<file path="src/rtl/conv_datapath_sequencer.sv">
// conv_datapath_sequencer: top-level control FSM of the Conv2d datapath.
// For every output kernel it loads the kernel's weights into the kernel BRAM,
// then, per input channel, latches the kernel register, streams the channel
// image row by row (first / mid / last) and lets the PE accumulate.
// Only control strobes leave this block; no data passes through it.
module conv_datapath_sequencer #(
  parameter int ROW_CNT_WIDTH = 7,
  parameter int KCNT_WIDTH    = 9
) (
  input  logic                     clk,
  input  logic                     Reset,
  input  logic                     start,
  input  logic [KCNT_WIDTH-1:0]    NUM_KERNELS,
  input  logic [7:0]               IMAGE_SIZE,
  input  logic                     reg_last_chan,
  input  logic                     last_loading_1ker,
  input  logic                     last_channel,
  input  logic                     Kernel_BRAM_IDLE,
  input  logic                     Done_1row,
  input  logic                     Input_line_buffer_IDLE,
  input  logic                     PE_ready,
  input  logic                     PE_with_buffers_IDLE,
  input  logic [ROW_CNT_WIDTH-1:0] top_row_counter_out,
  output logic                     slave_select,
  output logic                     en_reg_last_chan,
  output logic                     rst_reg_last_chan,
  output logic                     Kernel_BRAM_Reset,
  output logic                     Input_line_buffer_Reset,
  output logic                     PE_with_buffers_Reset,
  output logic                     load_BRAM_dina,
  output logic                     update_BRAM_doutb,
  output logic                     Load_kernel_reg,
  output logic                     Stream_first_row,
  output logic                     Stream_mid_row,
  output logic                     Stream_last_row,
  output logic                     en_top_row_counter,
  output logic                     rst_top_row_counter,
  output logic                     busy,
  output logic                     layer_done
);

  typedef enum logic [3:0] {
    S_IDLE      = 4'd0,
    S_INIT      = 4'd1,
    S_LOAD_KER  = 4'd2,
    S_KREG      = 4'd3,
    S_WAIT_PE   = 4'd4,
    S_FIRST_ROW = 4'd5,
    S_MID_ROW   = 4'd6,
    S_LAST_ROW  = 4'd7,
    S_CHAN_END  = 4'd8,
    S_KER_END   = 4'd9,
    S_INIT_K    = 4'd10,
    S_DONE      = 4'd11
  } state_t;

  state_t                   state_q, state_d;
  logic [KCNT_WIDTH-1:0]    kcnt_q, kcnt_d;
  logic [KCNT_WIDTH-1:0]    nker_q, nker_d;
  logic [7:0]               img_q, img_d;

  logic                     start_ok_s;
  logic [KCNT_WIDTH:0]      kcnt_next_s;
  logic [KCNT_WIDTH:0]      nker_eff_s;
  logic [ROW_CNT_WIDTH+7:0] row_ext_s;
  logic [ROW_CNT_WIDTH+7:0] mid_last_s;

  // A layer may only begin with an image of at least 2x2.
  assign start_ok_s  = start && (IMAGE_SIZE >= 8'd2);
  // Kernel count of zero behaves as a single kernel.
  assign nker_eff_s  = (nker_q == {KCNT_WIDTH{1'b0}}) ? {{KCNT_WIDTH{1'b0}}, 1'b1}
                                                      : {1'b0, nker_q};
  assign kcnt_next_s = {1'b0, kcnt_q} + {{KCNT_WIDTH{1'b0}}, 1'b1};
  // Last mid row is the one finishing while the counter still shows IMAGE_SIZE-3.
  assign row_ext_s   = {8'd0, top_row_counter_out};
  assign mid_last_s  = {{ROW_CNT_WIDTH{1'b0}}, img_q - 8'd3};

  // State, kernel counter and sampled layer configuration registers.
  always_ff @(posedge clk or posedge Reset) begin
    if (Reset) begin
      state_q <= S_IDLE;
      kcnt_q  <= {KCNT_WIDTH{1'b0}};
      nker_q  <= {KCNT_WIDTH{1'b0}};
      img_q   <= 8'd0;
    end else begin
      state_q <= state_d;
      kcnt_q  <= kcnt_d;
      nker_q  <= nker_d;
      img_q   <= img_d;
    end
  end

  // Next-state logic: layer sequencing driven by datapath status.
  always_comb begin
    state_d = state_q;
    kcnt_d  = kcnt_q;
    nker_d  = nker_q;
    img_d   = img_q;
    case (state_q)
      S_IDLE: begin
        if (start_ok_s) begin
          state_d = S_INIT;
          nker_d  = NUM_KERNELS;
          img_d   = IMAGE_SIZE;
          kcnt_d  = {KCNT_WIDTH{1'b0}};
        end else begin
          state_d = S_IDLE;
        end
      end
      S_INIT, S_INIT_K: state_d = S_LOAD_KER;
      S_LOAD_KER: begin
        if (last_loading_1ker && !Kernel_BRAM_IDLE) begin
          state_d = S_KREG;
        end else begin
          state_d = S_LOAD_KER;
        end
      end
      S_KREG: state_d = S_WAIT_PE;
      S_WAIT_PE: begin
        if (PE_ready) begin
          state_d = S_FIRST_ROW;
        end else begin
          state_d = S_WAIT_PE;
        end
      end
      S_FIRST_ROW: begin
        if (Done_1row) begin
          state_d = (img_q == 8'd2) ? S_LAST_ROW : S_MID_ROW;
        end else begin
          state_d = S_FIRST_ROW;
        end
      end
      S_MID_ROW: begin
        if (Done_1row && (row_ext_s == mid_last_s)) begin
          state_d = S_LAST_ROW;
        end else begin
          state_d = S_MID_ROW;
        end
      end
      S_LAST_ROW: begin
        if (Done_1row) begin
          state_d = S_CHAN_END;
        end else begin
          state_d = S_LAST_ROW;
        end
      end
      S_CHAN_END: begin
        if (Input_line_buffer_IDLE) begin
          state_d = reg_last_chan ? S_KER_END : S_KREG;
        end else begin
          state_d = S_CHAN_END;
        end
      end
      S_KER_END: begin
        if (!PE_with_buffers_IDLE) begin
          state_d = S_KER_END;
        end else if (kcnt_next_s >= nker_eff_s) begin
          state_d = S_DONE;
        end else begin
          state_d = S_INIT_K;
          kcnt_d  = kcnt_q + {{(KCNT_WIDTH-1){1'b0}}, 1'b1};
        end
      end
      S_DONE: begin
        state_d = S_IDLE;
        kcnt_d  = {KCNT_WIDTH{1'b0}};
      end
      default: begin
        state_d = S_IDLE;
        kcnt_d  = {KCNT_WIDTH{1'b0}};
      end
    endcase
  end

  // Output decode from the registered state; two enables are qualified by status inputs.
  always_comb begin
    slave_select            = 1'b0;
    en_reg_last_chan        = 1'b0;
    rst_reg_last_chan       = 1'b1;
    Kernel_BRAM_Reset       = 1'b0;
    Input_line_buffer_Reset = 1'b0;
    PE_with_buffers_Reset   = 1'b0;
    load_BRAM_dina          = 1'b0;
    update_BRAM_doutb       = 1'b0;
    Load_kernel_reg         = 1'b0;
    Stream_first_row        = 1'b0;
    Stream_mid_row          = 1'b0;
    Stream_last_row         = 1'b0;
    en_top_row_counter      = 1'b0;
    rst_top_row_counter     = 1'b0;
    busy                    = 1'b1;
    layer_done              = 1'b0;
    case (state_q)
      S_IDLE: busy = 1'b0;
      S_INIT: begin
        Kernel_BRAM_Reset       = 1'b1;
        Input_line_buffer_Reset = 1'b1;
        PE_with_buffers_Reset   = 1'b1;
        rst_top_row_counter     = 1'b1;
        rst_reg_last_chan       = 1'b0;
      end
      S_INIT_K: begin
        Kernel_BRAM_Reset       = 1'b1;
        Input_line_buffer_Reset = 1'b1;
        rst_top_row_counter     = 1'b1;
        rst_reg_last_chan       = 1'b0;
      end
      S_LOAD_KER: load_BRAM_dina = 1'b1;
      S_KREG: begin
        update_BRAM_doutb = 1'b1;
        Load_kernel_reg   = 1'b1;
        en_reg_last_chan  = last_channel;
      end
      S_FIRST_ROW: begin
        slave_select        = 1'b1;
        Stream_first_row    = 1'b1;
        rst_top_row_counter = 1'b1;
      end
      S_MID_ROW: begin
        slave_select       = 1'b1;
        Stream_mid_row     = 1'b1;
        en_top_row_counter = Done_1row;
      end
      S_LAST_ROW: begin
        slave_select    = 1'b1;
        Stream_last_row = 1'b1;
      end
      S_WAIT_PE, S_CHAN_END, S_KER_END: busy = 1'b1;
      S_DONE: layer_done = 1'b1;
      default: busy = 1'b0;
    endcase
  end

endmodule

</file>
<file path="config.mk">
export PLATFORM = sky130hd
export DESIGN_NAME = conv_datapath_sequencer
export DESIGN_NICKNAME = d
export VERILOG_FILES = /design/src/rtl/conv_datapath_sequencer.sv
export SDC_FILE = /design/constraint.sdc
export NUM_CORES = 1
export LEC_CHECK = 0
export CORE_MARGIN = 5
export CORE_UTILIZATION = 35
export DETAILED_ROUTE_END_ITERATION = 10
export GPL_ROUTABILITY_DRIVEN = 1
export GPL_TIMING_DRIVEN = 0
export SLEW_MARGIN = 20
export SYNTH_ARGS = -nofsm -noshare
export SYNTH_HDL_FRONTEND = slang
export SYNTH_SLANG_ARGS = --single-unit
</file>
<file path="constraint.sdc">
create_clock -name clk -period 2.9 [get_ports clk]
set_clock_uncertainty 0.1 [all_clocks]
set_input_delay 0.58 -clock clk [delete_from_list [all_inputs] [get_ports clk]]
set_output_delay 0.58 -clock clk [all_outputs]
set_load 0.01 [all_outputs]
</file>
## Word-level counts from Yosys, hierarchy flattened

Cells that the tools add are included.

| storage, ports and cells | value |
|---|---|
| latch bits | 0 |
| flip-flop bits (word level) | 30 |
| output and inout bits | 16 |
| logic and storage cells | 70 |
| bits in read-only memories | 0 |
| bits in writable memories | 0 |
| input port bits | 35 |
| memories | 0 |

| cells by class | value |
|---|---|
| shift-type cells | 0 |
| reduce and logical (&&, ||, !) cells | 13 |
| mux-type cells | 31 |
| $mul | 0 |
| $lt $le $gt $ge | 2 |
| div/mod/pow operators | 0 |
| $add $sub $neg | 3 |
| eq/ne operators | 16 |
| bitwise logic cells | 1 |

Operator list:

| operator | number |
|---|---|
| case mux 4 bit (10 select lines) | 1 |
| two-way mux 9 bit | 4 |
| case mux 9 bit (3 select lines) | 1 |
| two-way mux 1 bit | 20 |
| equality test 4 x 3 -> 1 bit (second input constant) | 4 |
| equality test 4 bit (second input constant) | 4 |
| two-way mux 4 bit | 3 |
| OR reduction 11 bit | 1 |
| adder 9 x 1 -> 10 bit (second input constant) | 1 |
| greater-or-equal comparator 10 x 9 -> 1 bit | 1 |
| adder 9 x 1 -> 9 bit (second input constant) | 1 |
| logical NOT 9 bit | 1 |
| OR reduction 9 bit | 1 |
| equality test 4 x 2 -> 1 bit (second input constant) | 2 |
| equality test 7 x 8 -> 1 bit | 1 |
| equality test 8 x 2 -> 1 bit (second input constant) | 1 |
| greater-or-equal comparator 8 x 2 -> 1 bit (second input constant) | 1 |
| subtractor 8 x 2 -> 8 bit (second input constant) | 1 |
| != test 2 bit (second input constant) | 3 |
| OR reduction 3 bit | 2 |
| equality test 4 x 1 -> 1 bit (second input constant) | 1 |
| logical NOT 4 bit | 1 |
| two-way mux 2 bit | 2 |
| AND reduction 4 bit | 1 |
| 5 further kinds | 7 |

## Logic depth before layout (Yosys ltp)

| logic depth | value |
|---|---|
| word-level depth | 6 |
| depth in mapped cells | 12 |
| depth with buffers taken out | 11 |

## Worst setup path before layout

Ideal clock, no wire load.

| path | value |
|---|---|
| path type | reg-to-reg |
| start | reg kcnt_q[0] |
| end | reg kcnt_q[6] |
| clock period less this slack | 2627 ps |
| arrival | 2461 ps |
| path slack | 273 ps |
| stages on the path, launching flop included | 12 |
| required time | 2734 ps |
| path through | dfrtp_1 ha_1 and3_1 nand3_1 xnor2_1 ha_1 nor2b_1 o311ai_0 a211oi_1 o21ai_2 or4_1 nand2_1 |

| on the way | value |
|---|---|
| longest elaborated chain between the ends | 4 |

Ends and longest elaborated chain:

| element | line | source |
|---|---|---|
| from (decl) | 58 | `logic [KCNT_WIDTH-1:0] kcnt_q, kcnt_d;` |
| from (signal assigned) | 82 | `kcnt_q <= {KCNT_WIDTH{1'b0}};` |
| from (signal assigned) | 87 | `kcnt_q <= kcnt_d;` |
| adder 9 x 1 -> 10 bit or adder 9 x 1 -> 9 bit (tied branches) | 73, 161 |  |
| greater-or-equal comparator 10 x 9 -> 1 bit or two-way mux 9 bit (tied branches) | 157 | `end else if (kcnt_next_s >= nker_eff_s) begin` |
| != test 2 bit (no source line) or two-way mux 9 bit (tied branches) | -- |  |
| AND reduction 4 bit (no source line) or case mux 9 bit (3 select lines) (tied branches) | -- |  |

Parallel ways exist; a longest one is shown, timed or not. The select of a mux whose other input is x is not followed.
A chain may end at the register's enable or synchronous reset.

## Worst setup path after layout

| path | value |
|---|---|
| start | reg kcnt_q[2] |
| end | reg kcnt_q[6] |

Same word-level chain as after synthesis.

==> summary.txt <==
Worst setup path
  – Largest stage delay on the critical path: 0.47 ns
  – CP Capture Type: register
  – Critical path class: reg2reg
  – Worst path top cell family by delay: simple AND/OR/NAND/NOR gates
  – WP data required: 3.02 ns
  – Crit-path slowest cell: or4_1
  – CP Data Arrival Time: 2.92 ns
  – CP Depth: 11
  – Critical register-to-register path startpoint: kcnt_q[2]
  – Crit path to: kcnt_q[6]
  – Worst Reg-to-Reg Cells: 11
  – Worst path buffer plus inverter count: 0
  – Critical path origin: kcnt_q[2]
  – Reg-to-Reg End: kcnt_q[6]
  – R2R Setup Slk: 0.11 ns
  – Max FO, Critical Path: 7
  – Cell mode on critical path: nand2_1
  – Setup crit start kind: register
  – Critical path cell sequence: nand4_1 -> nor2_2 -> nand2_1 -> xnor2_1 -> ha_1 -> a21oi_2 -> o311ai_1 -> a211oi_2 -> o21ai_2 -> or4_1 -> nand2_1

Route
  – Initial drt markers: 59
  – DRT Wirelength: 4934 µm
  – Via count: 1845
  – Post-DR vias/cell: 5.000
  – Pre-Repair DR Iteration Count: 4
  – Antenna Nets Post-Route: 0
  – Wire per inst: 13.37 µm
  – Post-route DRC: 0

Clocking
  – Clk sinks: 30
  – Clock Tree Root: clkbuf_8
  – CTS tree: done
  – Num CTS Buffers: 5
  – Hold_buf cts: 0
  – Worst skew pair latency: 0.28 ns
  – H-tree Lvls: 2
  – Reg clk slew, reported paths: 0.07 ns
  – Clock buffer depth: 2

STA
  – Slew Viols, Final: 0
  – Final setup fails: 0
  – Slew HR: 0.5695
  – Post-layout minimum cycle time: 2.794 ns
  – Final period util: 0.9633
  – Slew at the pin closest to its max-slew limit: 0.6448 ns
  – Final Hold Viols: 0
  – Fmax: 357.9 MHz
  – RSZ-0062 raised after global routing: yes

Power and ir drop
  – Lkg Pwr: 1.204 nW
  – Max VDD drop: 0.0004627 V
  – Pwr/cell area: 751.4 nW/µm²

Synth
  – Synthesized Nets: 278
  – Dominant cells by area after synthesis: dfrtp_1 36%, mux2_2 9.1%, ha_1 7.1%
  – Async set or reset register ratio after synthesis: 1.000
  – #FFs+latches synth: 30
  – Syn Inst Count: 231
  – Number of flops mapped to enable cells by yosys: 0
  – Synth warn: 0
  – Synthesized area: 2105 µm²
  – Ys flop type: dfrtp_1
  – Leading area contributor after synthesis: dfrtp_1
  – Sequential element share of the synthesized area: 0.3567
  – Syn avg cell area: 9.110 µm²
  – Synth top area share: 0.3567
  – Netlist cell types: 47

Final layout
  – Fin area: 2874 µm²
  – ANT cells: 0
  – Share of cells above drive strength 1: 0.2007
  – Area Overhead vs Synth: 36.56%
  – Final layout net count: 340
  – Post-Layout Cell Count: 369

Hold path
  – Worst Hold Class: reg2reg

Die
  – Initial Util: 0.3576
  – Die Area: 7663 µm²
  – FP Rows: 28
  – I/O Pins: 51
  – Die H: 87.54 µm
  – DIE WIDTH: 87.54 µm
  – Core area: 5886 µm²

Global routing
  – Largest net degree at the start of global routing: 31
  – All-Layer GR Usage: 0.1320
  – Total gr overflow: 0
  – Antenna violations before repair: 0
  – First-pass GRT wire length: 8045 µm
  – Vias in the first global route: 1717

Placed design
  – # port buffers: 50
  – Post-Place Cell Area: 2699 µm²
  – Placed cells: 356
  – Hpwl dp: 3832 µm
  – GPL Wtd Cong: 0.8271

Status
  – Status: finished clean

Flow run
  – Max Cap Viol: 0
[registers in the layout, summed over array words and instances (netlist names)]
register	count
kcnt_q	9
img_q	8
state_q	4
nker_q	9
[Yosys cell counts, types with 2 or more instances]
master / n
a21oi_1: 10
a31oi_1: 2
and3_1: 3
buf_2: 2
buf_4: 4
clkbuf_1: 2
dfrtp_1: 30
ha_1: 12
inv_1: 13
mux2_2: 17
nand2_1: 28
nand2b_1: 7
nand3_1: 8
nand3b_1: 3
nand4_1: 2
nor2_1: 15
nor2b_1: 4
nor3_1: 5
o21a_1: 2
o21ai_0: 15
o31ai_1: 2
or3_1: 3
or4_1: 2
xnor2_1: 12
xor2_1: 6
[cells by family after synthesis]
group           synth area share
fa+ha+maj                0.07134
simple gates              0.2176
flops                     0.3567
xor+xnor                 0.07491
buf+inv                  0.04578
mux                      0.09096
compound gates            0.1427
[cell usage in the layout (no fill, tap or decap), drive strengths merged, types with 8 or more instances in the layout]
master / count
dfrtp: 30
ha: 12
nand3: 8
a21oi: 10
mux2: 17
buf: 11
inv: 13
xnor2: 12
nor2: 15
nand2: 28
clkdlybuf4s50: 50
clkbuf: 8
o21ai: 17
[worst min path at each step]
stage | start | depth (start not counted) | slack [ns] | to
after floorplan | nker_q[4] | 1 | 0.38 | nker_q[4]
after global placement | nker_q[5] | 1 | 0.39 | nker_q[5]
after detailed placement | nker_q[4] | 1 | 0.40 | nker_q[4]
after CTS | nker_q[4] | 1 | 0.41 | nker_q[4]
after global routing | nker_q[4] | 1 | 0.43 | nker_q[4]
final | nker_q[4] | 1 | 0.41 | nker_q[4]
[metrics by stage]
stage / TNS, ns / setup WS (ns) / util / hold WS, ns / total power [mW]
after floorplan: 0 / 0.2728 / - / 0.3794 / 1.430
after global placement: -0.1453 / -0.1453 / 0.4585 / 0.3926 / 1.776
final: 0 / 0.1063 / 0.4883 / 0.4057 / 2.160
after CTS: -0.01161 / -0.01161 / 0.4764 / 0.4120 / 2.162
after detailed placement: -0.1511 / -0.1495 / 0.4585 / 0.3960 / 1.791
after global routing: -0.07823 / -0.05480 / 0.4883 / 0.4290 / 2.348
[area by class of cell]
type	count	area (µm²)
Timing Repair Buffer	55	538.0
Tap cell	75	93.84
Inverter	13	48.80
Buffer	8	52.55
Clock buffer	6	82.58
Multi-Input combinational cell	180	1290
Clock inverter	2	12.51
Sequential cell	30	755.7
Fill cell	596	3012
[report_power, final]
part / internal, mW / switching [mW] / leakage, nW
clock network: 0.191 / 0.165 / 0.0472
logic: 0.585 / 0.506 / 0.785
registers: 0.566 / 0.148 / 0.371
total: 1.34 / 0.818 / 1.20
[repair_timing]
action                     in CTS  in global routing
setup endpoints to repair       9                 12
pin swaps                       0                  5
gates resized for setup         3                 17
buffers inserted                0                  5
[layer usage]
metal	global-route usage	part of all wire	vias to the layer above
li1	-	-	940
met1	0.1866	0.49	867
met2	0.2007	0.46	36
met3	0.02728	0.043	2
met4	0.04463	0.0059	0
met5	0	0	-
No activity file was read; power rests on OpenSTA's default activity.
